===== config.mk =====
export PLATFORM = sky130hd
export DESIGN_NAME = softmax_argmax
export DESIGN_NICKNAME = d
export VERILOG_FILES = /design/src/rtl/softmax_argmax.sv
export SDC_FILE = /design/constraint.sdc
export NUM_CORES = 1
export LEC_CHECK = 0
export ABC_CLOCK_PERIOD_IN_PS = 7600
export CORE_MARGIN = 4
export CORE_UTILIZATION = 57
export DETAILED_ROUTE_END_ITERATION = 8
export GPL_TIMING_DRIVEN = 0
export PLACE_DENSITY = 0.81
export SLEW_MARGIN = 30
export SYNTH_ARGS = -nofsm -noshare
export SYNTH_HDL_FRONTEND = slang
export SYNTH_SLANG_ARGS = --single-unit

===== constraint.sdc =====
create_clock -name clk -period 7.6 [get_ports clk]
set_clock_uncertainty 0.2 [all_clocks]
set_input_delay 2.28 -clock clk [delete_from_list [all_inputs] [get_ports clk]]
set_output_delay 2.28 -clock clk [all_outputs]
set_load 0.05 [all_outputs]

===== src/rtl/softmax_argmax.sv =====
// Streaming argmax over one frame of softmax probabilities, reporting the
// winning class, its value and the margin to the runner-up.
module softmax_argmax #(
    parameter int DATA_WIDTH = 32,
    parameter int N_CLASSES  = 10,
    parameter int IDX_WIDTH  = 4
) (
    input  logic                  clk,
    input  logic                  rst_n,
    input  logic                  in_valid,
    output logic                  in_ready,
    input  logic [DATA_WIDTH-1:0] in_data,
    input  logic                  in_last,
    output logic                  out_valid,
    input  logic                  out_ready,
    output logic [IDX_WIDTH-1:0]  class_idx,
    output logic [DATA_WIDTH-1:0] class_val,
    output logic [DATA_WIDTH-1:0] margin,
    output logic                  frame_err
);

    typedef enum logic {COLLECT, HOLD} state_t;

    localparam logic [IDX_WIDTH-1:0] LAST_IDX = IDX_WIDTH'(N_CLASSES - 1);
    localparam logic [IDX_WIDTH-1:0] ONE      = IDX_WIDTH'(1);

    state_t                state;
    state_t                state_nxt;
    logic [IDX_WIDTH-1:0]  cnt;
    logic [IDX_WIDTH-1:0]  idx_q;
    logic [IDX_WIDTH-1:0]  idx_nxt;
    logic [DATA_WIDTH-1:0] max_q;
    logic [DATA_WIDTH-1:0] max_nxt;
    logic [DATA_WIDTH-1:0] second_q;
    logic [DATA_WIDTH-1:0] second_nxt;
    logic                  accept;
    logic                  at_last_idx;
    logic                  frame_end;

    assign accept      = in_valid && in_ready;
    assign at_last_idx = (cnt == LAST_IDX);
    assign frame_end   = accept && (at_last_idx || in_last);

    always_ff @(posedge clk or negedge rst_n) begin
        if (!rst_n) begin
            state <= COLLECT;
        end else begin
            state <= state_nxt;
        end
    end

    always_comb begin
        state_nxt = state;
        case (state)
            COLLECT: if (frame_end) state_nxt = HOLD;
            HOLD:    if (out_ready) state_nxt = COLLECT;
            default: state_nxt = COLLECT;
        endcase
    end

    always_comb begin
        in_ready  = (state == COLLECT);
        out_valid = (state == HOLD);
    end

    // Strict compare keeps the lowest index on ties, while an equal value
    // still lifts the runner-up so duplicate maxima yield a zero margin.
    always_comb begin
        max_nxt    = max_q;
        second_nxt = second_q;
        idx_nxt    = idx_q;
        if (cnt == '0) begin
            max_nxt    = in_data;
            second_nxt = '0;
            idx_nxt    = '0;
        end else if (in_data > max_q) begin
            second_nxt = max_q;
            max_nxt    = in_data;
            idx_nxt    = cnt;
        end else if (in_data > second_q) begin
            second_nxt = in_data;
        end
    end

    always_ff @(posedge clk or negedge rst_n) begin
        if (!rst_n) begin
            cnt      <= '0;
            max_q    <= '0;
            second_q <= '0;
            idx_q    <= '0;
        end else if (accept) begin
            cnt      <= frame_end ? '0 : cnt + ONE;
            max_q    <= max_nxt;
            second_q <= second_nxt;
            idx_q    <= idx_nxt;
        end
    end

    always_ff @(posedge clk or negedge rst_n) begin
        if (!rst_n) begin
            class_idx <= '0;
            class_val <= '0;
            margin    <= '0;
            frame_err <= 1'b0;
        end else if (frame_end) begin
            class_idx <= idx_nxt;
            class_val <= max_nxt;
            margin    <= max_nxt - second_nxt;
            frame_err <= (in_last && !at_last_idx) || (at_last_idx && !in_last);
        end
    end

endmodule


# Yosys cells after proc, flatten, opt, wreduce, memory -nomap -nowiden
# Cells that the tools add are included.
# Widths: inputs -> output; s select.
# totals
register_bits	142
latchBits	0
mem_bits_rw	0
romBits	0
input_bits	37
out_inout_bits	71
word_cells	35
memories	0
# classes
add_sub_neg	2
mul	0
n_div	0
magnitude_cmp	2
eq_ne	1
shifts	0
n_mux	11
bitwise_logic	1
n_reduce_logical	9
# ops
op	n
$mux 32	5
$gt 32x32->1	2
$sub 32x32->32	1
$mux 4	3
$add 4x1->4 const B	1
$eq 4x4->1 const B	1
$logic_and 1x1->1	4
$logic_not 4->1	1
$logic_not 1->1	2
$logic_or 1x1->1	2
$mux 1	2
$pmux 1 s2	1
$not 1->1	1

# Logic depth before layout (Yosys ltp)
# Gate-level depths: netlist of the first run.
# depth
depth_word	5
depth_mapped	24
depth_no_buf	22

# Least setup slack after synthesis of the first run
# OpenSTA, ideal clock, no wires.
# synth_path
path_type	input-to-reg
from	in in_data[14]
to	reg margin[30]
setup_time_ns	0.069
t_arrival_ns	6.858
t_required_ns	7.331
slack_ns	0.473
path_stages	21
path_buffers	2
cell_sequence	ha_1 a21oi_1 nand2_1 a221o_1 o31ai_1 a22o_1 clkbuf_1 clkbuf_1 mux2i_1 nor2_1 ha_1 fa_1 and2b_1 o31a_2 o21bai_2 a2111o_1 a311oi_2 o2111ai_1 and4_1 or4_1 nand3_1
# synth_via
elab_chain_cells	5
elab_cells_between_ends	8
classes_between	add/sub (1); order compare (2); mux (5)
# synth_rtl
element	line	text
start: declaration	12	input logic [DATA_WIDTH-1:0] in_data,
$gt 32x32->1	80	end else if (in_data > second_q) begin
$mux 32	80	
$mux 32 *	76	end else if (in_data > max_q) begin
$mux 32 *	72	if (cnt == '0) begin
named net second_nxt[0]	35	logic [DATA_WIDTH-1:0] second_nxt;
$sub 32x32->32 *	108	margin <= max_nxt - second_nxt;
end signal: assignment	108	
end: declaration	18	output logic [DATA_WIDTH-1:0] margin,
# The timed path passes the listed nets; every way through them passes the cells marked *.
# A chain may end at the register's enable or synchronous reset.

# Worst setup path after layout of the first run
# layout_path
from	in in_data[3]
to	reg margin[30]
# layout_via
elab_chain_cells	5
elab_cells_between_ends	8
classes_between	add/sub (1); order compare (2); mux (5)
# layout_rtl
element	line
$gt 32x32->1	80
$mux 32	80
$mux 32	76
$mux 32	72
$sub 32x32->32 *	108
# Mark *: on every way between the ends. The rest lies on a longest branch, timed or not.

==> results of run 1 <==
==> final cells by class <==
type	instances	area share
multi-input combinational	789	0.474
sequential	142	0.300
timing repair buffer	124	0.106
clock buffer	22	0.0408
inverter	78	0.0247
tap	216	0.0228
buffer	47	0.0227
clock inverter	10	0.00939
==> layer usage <==
layer | up-vias | share of wire
met5 | - | 0
met4 | 0 | 0.030
met3 | 75 | 0.066
met2 | 406 | 0.47
met1 | 4107 | 0.44
li1 | 4009 | -
==> sequential cells by signal, indices dropped and copies added (netlist names), 4 cells and up <==
register	flops
max_q	32
class_val	32
second_q	32
margin	32
class_idx	4
cnt	4
idx_q	4
==> critical path: cells and delay by family <==
kind	cells	cell delay, ns
simple gates	6	1.31
fa+ha+maj	3	0.93
buf+inv	3	0.86
compound gates	10	2.23
==> placed cells by master, fill, tap and decap left out, types with 7 or more instances in the layout <==
master           count
mux2i_1             34
xor2_1              10
nand3_1             15
o21a_1              10
clkdlybuf4s50_1     77
xnor2_1             13
nand2_1            227
o31ai_1              7
ha_4                 8
clkbuf_16           17
o21ai_0             87
buf_4               18
inv_1               77
dlygate4sd2_1        7
dfrtp_1            142
clkbuf_1            25
mux2_2              60
nor2_1              24
o211ai_1            33
nand4_1             11
a21o_1              12
a21oi_1             49
dlymetal6s2s_1      19
nand2b_1            10
ha_1                87
==> synthesized netlist by cell type, types with 4 or more instances <==
library cell and n:
nand2_1 227, dfrtp_1 142, ha_1 99, o21ai_0 89, inv_1 78, mux2_2 60, a21oi_1 53, mux2i_1 35
o211ai_1 33, clkbuf_1 29, nor2_1 25, nand3_1 15, xnor2_1 13, a21o_1 12, nand4_1 11, nand2b_1 10
o21a_1 10, xor2_1 10, buf_2 9, nor3_1 8, o31ai_1 7, a211oi_1 6, buf_1 6, nor2b_1 6
a221o_1 4, a31o_2 4, o21bai_1 4
==> report_power, final <==
group | switching, uW | leakage [uW] | total [uW] | internal (uW)
Clock | 332 | 0.000288 | 848 | 516
Sequential | 253 | 0.00178 | 1340 | 1080
Combinational | 2440 | 0.00352 | 4070 | 1630
Total | 3020 | 0.00558 | 6260 | 3240
==> worst min-delay path by stage <==
stage,endpoint,slack (ns),depth (start not counted)
after CTS,class_val[5],0.28,2
after global placement,class_val[15],0.26,2
after global routing,class_val[8],0.29,2
after detailed placement,class_val[12],0.26,2
after floorplan,idx_q[2],0.27,1
final,class_val[5],0.27,2
==> metrics by stage <==
step           cells  TNS (ns)  utilization
2_1_floorplan   1056         0            -
3_3_place_gp    1379   -242.35        0.671
3_5_place_dp    1380     -8.91        0.673
4_1_cts         1417  -0.00214        0.716
5_1_grt         1428  -0.00693        0.736
6_report        1428         0        0.736
==> kinds of logic after synthesis <==
group	synth area share
and+or+nand+nor	0.144
adders and majority gates	0.133
AOI/OAI and AO/OA	0.167
buffers and inverters	0.0519
muxes	0.108
DFF	0.375
xor gates and xnor gates	0.0213
==> repair_timing <==
item / 4_1_cts / 5_1_grt
pin swaps: 5 / 23
gates resized for setup: 30 / 68
setup endpoints to repair: 12 / 10
hold buffers: 0 / 0
setup buffers: 5 / 11
==> metrics, run 1 <==
layout cell share with drive strength beyond 1 0.136; initial antenna violation count 0; M2 GR Usage 0.467; Tmin final 7.47 ns; Hold Path Origin class_val[5]; first-pass GRT wire length 42,600 um; TritonCTS buffer count 17; RR Endpoint margin[30]; Yosys warning count 0; CTS tree built; Post-synth EDFFs 0; vias in the first global route 8,428; Max Clk Rate between 100 and 150 MHz; routed wire length per instance ~19 um; Leak 0.00558 uW; initial cell density of the core 0.588; Slew HR 0.366; Reg area 3550 sq um; Port Buffers 107; diodes inserted 0; drt total wl 27,400 um; final instance area between 10,000 and 15,000 sq um; ys async rst share 1.00; Final Worst Setup Slack roughly 0.13 ns; Core Area 16,100 sq um; CTS clock-pin slew for the worst setup and hold paths 0.06 ns; pre-CTS setup slack -1.08 ns; Hold Crit Class reg2reg; CP max FO 10; die area 18,800 sq um; reg-to-reg slack, setup 1.79 ns; Fillers 1,142; H-tree depth 4; Synth Register Bits 142; Netlist cell types 62; met3 usage 0.0504; synth-to-layout area growth 25.2%; gr busiest metal met2; Critical Path Start Type input port; syn_nets about 1,200; worst setup path startpoint in_data[3]; Worst Path Arrival 7.64 ns; clock buffer depth 2; Multi-input gate area 5620 sq um; global route total overflow 0; syn avg cell area 8.97 sq um; fraction of post-synthesis cell area in the top cell type by area 0.375; largest area contributor in the netlist dfrtp_1; 1st-pass router iterations 9; io pins 108; Final Hold Vio Count 0; Final Slew Violations 0; Slowest-stage cell, CP clkdlybuf4s50_1; FF-to-FF Start second_q[13]; Max Cap Viol 0; largest net degree at the start of global routing 87; final setup vio count 0; worst skew pair latency 0.43 ns; width of the die about 140 um; GP Congestion 0.933; Worst-Margin Slew roughly 0.95 ns; HPWL Detailed 19,000 um; Site Rows 46; Crit Path Category in2reg; status finished clean; met1 Resource Use GR 0.397; post-synthesis cell area 9480 sq um; sequential fraction of the synthesis area 0.375; pwr dens 528 nW/um^2; final-stage net count 1,336; CP cell instances clkdlybuf4s50_1 -> ha_4 -> o211ai_1 -> a2111oi_2 -> o31ai_1 -> a22o_1 -> and2_1 -> buf_6 -> buf_8 -> nor2_2 -> a21oi_2 -> ha_2 -> fa_2 -> and2b_1 -> o31a_2 -> o21bai_4 -> a2111o_1 -> a311oi_2 -> o2111ai_2 -> and4_1 -> or4_4 -> nand3_1; DRC Markers 0; Hold Slack about 0.27 ns; Tot Pwr between 6000 and 7000 uW; Setup crit end kind register; CP Data Required Time 7.77 ns; initial drt markers 768; Worst Reg-to-Reg Cells 22; critical path's largest stage delay 0.55 ns; Syn Inst Count 1,056; peak supply drop 0.300 mV; vias 8,597; vias per cell 6.02; Main synth FF type dfrtp_1; CTS root buf clkbuf_16; Synth area leaders dfrtp_1 (37%), ha_1 (13%), nand2_1 (9.0%); Clock Sinks 142; Worst Setup EP margin[30]; Die Y 137 um; GRT Util Overall 0.292; crit share post-route 0.983; placed inst area 10,900 sq um; Antenna Nets Post-Route 0
No activity file was read; power rests on OpenSTA's default activity.
==> inputs of run 2 (changes only) <==
--- a/config.mk
+++ b/config.mk
@@ -5,7 +5,7 @@
 export SDC_FILE = /design/constraint.sdc
 export NUM_CORES = 1
 export LEC_CHECK = 0
-export ABC_CLOCK_PERIOD_IN_PS = 7600
+export ABC_CLOCK_PERIOD_IN_PS = 7000
 export CORE_MARGIN = 4
 export CORE_UTILIZATION = 57
 export DETAILED_ROUTE_END_ITERATION = 8
==> constraint.sdc (replaced) <==
create_clock -name clk -period 7 [get_ports clk]
set_clock_uncertainty 0.2 [all_clocks]
set_input_delay 2.1 -clock clk [delete_from_list [all_inputs] [get_ports clk]]
set_output_delay 2.1 -clock clk [all_outputs]
set_load 0.05 [all_outputs]
==> run 2 against run 1 <==
  * The flow now finishes with violations (setup timing)
  * Global-route usage up 1.4 points
  * Setup slack got worse by 0.14 ns
  * Clock power increased by 8.6%
  * Core utilization increased by 3.1 points
  * Non-clock buffer count increased by 26
  * Critical path type unchanged
  * Critical path depth unchanged
  * Clock-buffer cell count is the same
  * Final area rose by 4.2%
  * Die area stayed put
  * Cell count rose by 1.8%
  * Largest power group unchanged
==> metrics, run 2 (synthesis gave the netlist of run 1 again) <==
Layout Utilization 0.767; Setup crit end kind register; clock buffer depth 2; initial antenna violation count 0; initial drt markers around 1,100; diodes inserted 0; placed inst area 10,900 sq um; DRC Markers 0; Max Clk Rate 143 MHz; Max Cap Viol 0; Antenna Nets Post-Route 0; peak supply drop 0.338 mV; final setup vio count 1; Final Hold Vio Count 0; first-pass GRT wire length 44,600 um; status complete, but fails checks; RR Endpoint margin[30]; global route total overflow 0; Hold Path Depth 2; Slew HR 0.405; P_sw 3480 uW; crit share post-route 1.00; Worst Path Arrival about 7.2 ns; Leak ~0.0056 uW; die area roughly 19,000 sq um; largest net degree at the start of global routing 87; Hold Path Origin class_val[9]; Hold Crit Class reg2reg; vias 9,008; Final Slew Violations 0; Tmin final 7.01 ns; vias in the first global route around 9,000; CTS tree built; io pins roughly 110; commonest non-fill, non-tap cell in the layout nand2_1; worst skew pair latency 0.43 ns; P_int ~3800 uW; Worst-Margin Slew 0.889 ns; Port Buffers 107; Comb pwr share 0.671; HPWL Detailed 19,000 um; vias per cell 6.20; most frequent cells in the layout nand2_1 (226), dfrtp_1 (142), o21ai_0 (86); drt total wl 29,700 um; Final Worst Setup Slack -0.00618 ns; CP max FO 10; Hold Slack 0.271 ns; Clock Sinks around 140; failing checks setup timing; hold_buf cts 0; final instance area 12,400 sq um; WHS Endpoint class_val[9]; FF-to-FF Start second_q[13]; Worst Reg-to-Reg Cells 23; Crit Path Category in2reg; pwr dens 586 nW/um^2; TritonCTS buffer count 17; 1st-pass router iterations 5; routed wire length per instance 20.4 um; CP Data Required Time 7.16 ns; Sequential Power Share 0.202; GP Congestion 0.933; initial cell density of the core 0.588; Tot Pwr 7240 uW; width of the die between 100 and 150 um; reg-to-reg slack, setup around 1.4 ns; CTS root buf clkbuf_16; H-tree depth 4; GRT Util Overall 0.305; Clock Power Share 0.127; setup TNS -0.00618 ns; Critical Path Start Type input port; Site Rows 46; final-stage net count 1,362; synth-to-layout area growth 30.5%; CTS clock-pin slew for the worst setup and hold paths 0.06 ns; Die Y between 100 and 150 um; switch share 0.480; layout cell share with drive strength beyond 1 0.209; Core Area roughly 16,000 sq um
run 2: changes by cell type in the layout (fill, tap and decap cells not counted), moves of 4 or more:
| cell | delta |
|---|---|
| buf_2 | +12 |
| buf_4 | +27 |
| clkbuf_2 | +9 |
| dlygate4sd2_1 | -4 |
| dlymetal6s2s_1 | -19 |
| ha_1 | -28 |
| ha_4 | +25 |
run 2: power by group through the flow:
stage               Sequential (uW)  Clock, uW  Combinational, uW
floorplan                      1970          0               2430
global placement               1440          0               3930
detailed placement             1450          0               4040
CTS                            1440        920               4420
global route                   1500        962               5210
finish                         1460        921               4860
run 2: area by class of cell:
class,instances,area [sq um]
plain buffers,46,302
clock buffers,22,484
clock inverters,10,111
fillers,1027,3750
inverters,78,293
multi-input cells,789,6040
flip-flops and latches,142,3550
well taps,216,270
repair buffers,151,1310
run 2: what timing repair did:
item                       in CTS  in global routing
gates resized for setup       133                110
setup endpoints to repair      20                 11
setup buffers                  29                 14
pin swaps                      43                 44
cloned                          0                  0
run 2: per-layer routing:
layer,track usage,up-vias,wire length (um)
met4,0.134,0,1210
met3,0.0485,118,2300
met1,0.409,4331,12200
met5,0,-,0
met2,0.490,510,14000
li1,-,4049,-
run 2: worst max-delay path by stage:
stage	startpoint	end	cells after the start
after CTS	in_data[27]	margin[30]	23
after floorplan	in_data[14]	margin[30]	21
final	in_data[24]	margin[30]	22
after global placement	rst_n	margin[1]	1
after global routing	in_data[24]	margin[30]	23
after detailed placement	in_data[5]	margin[30]	22
run 2: worst max-delay path: stages:
cell and delay [ns]:
clkdlybuf4s15_1 0.26, ha_1 0.34, nand4_1 0.22, nor3_1 0.31, a22oi_1 0.11, o211ai_1 0.17, a22oi_2 0.15, buf_6 0.15
buf_4 0.16, buf_12 0.15, mux2i_1 0.12, nand2_1 0.08, o211ai_1 0.15, ha_1 0.44, nand4_4 0.15, or2_4 0.29
a2111o_1 0.47, a311oi_2 0.35, o2111ai_2 0.17, and4_1 0.24, or4_4 0.49, nand3_2 0.09
run 2: through the flow:
stage	instances	setup WS, ns
after detailed placement	1380	-1.50
after global routing	1454	-0.134
after floorplan	1056	0.0527
after CTS	1441	0.00190
final	1454	-0.00618
after global placement	1379	-2.09
==> inputs of run 3 (changes only) <==
--- a/config.mk
+++ b/config.mk
@@ -15,3 +15,4 @@
 export SYNTH_ARGS = -nofsm -noshare
 export SYNTH_HDL_FRONTEND = slang
 export SYNTH_SLANG_ARGS = --single-unit
+export TNS_END_PERCENT = 10
==> results of run 3 <==
No change in the layout: final DEF, timing and power equal those of run 2.
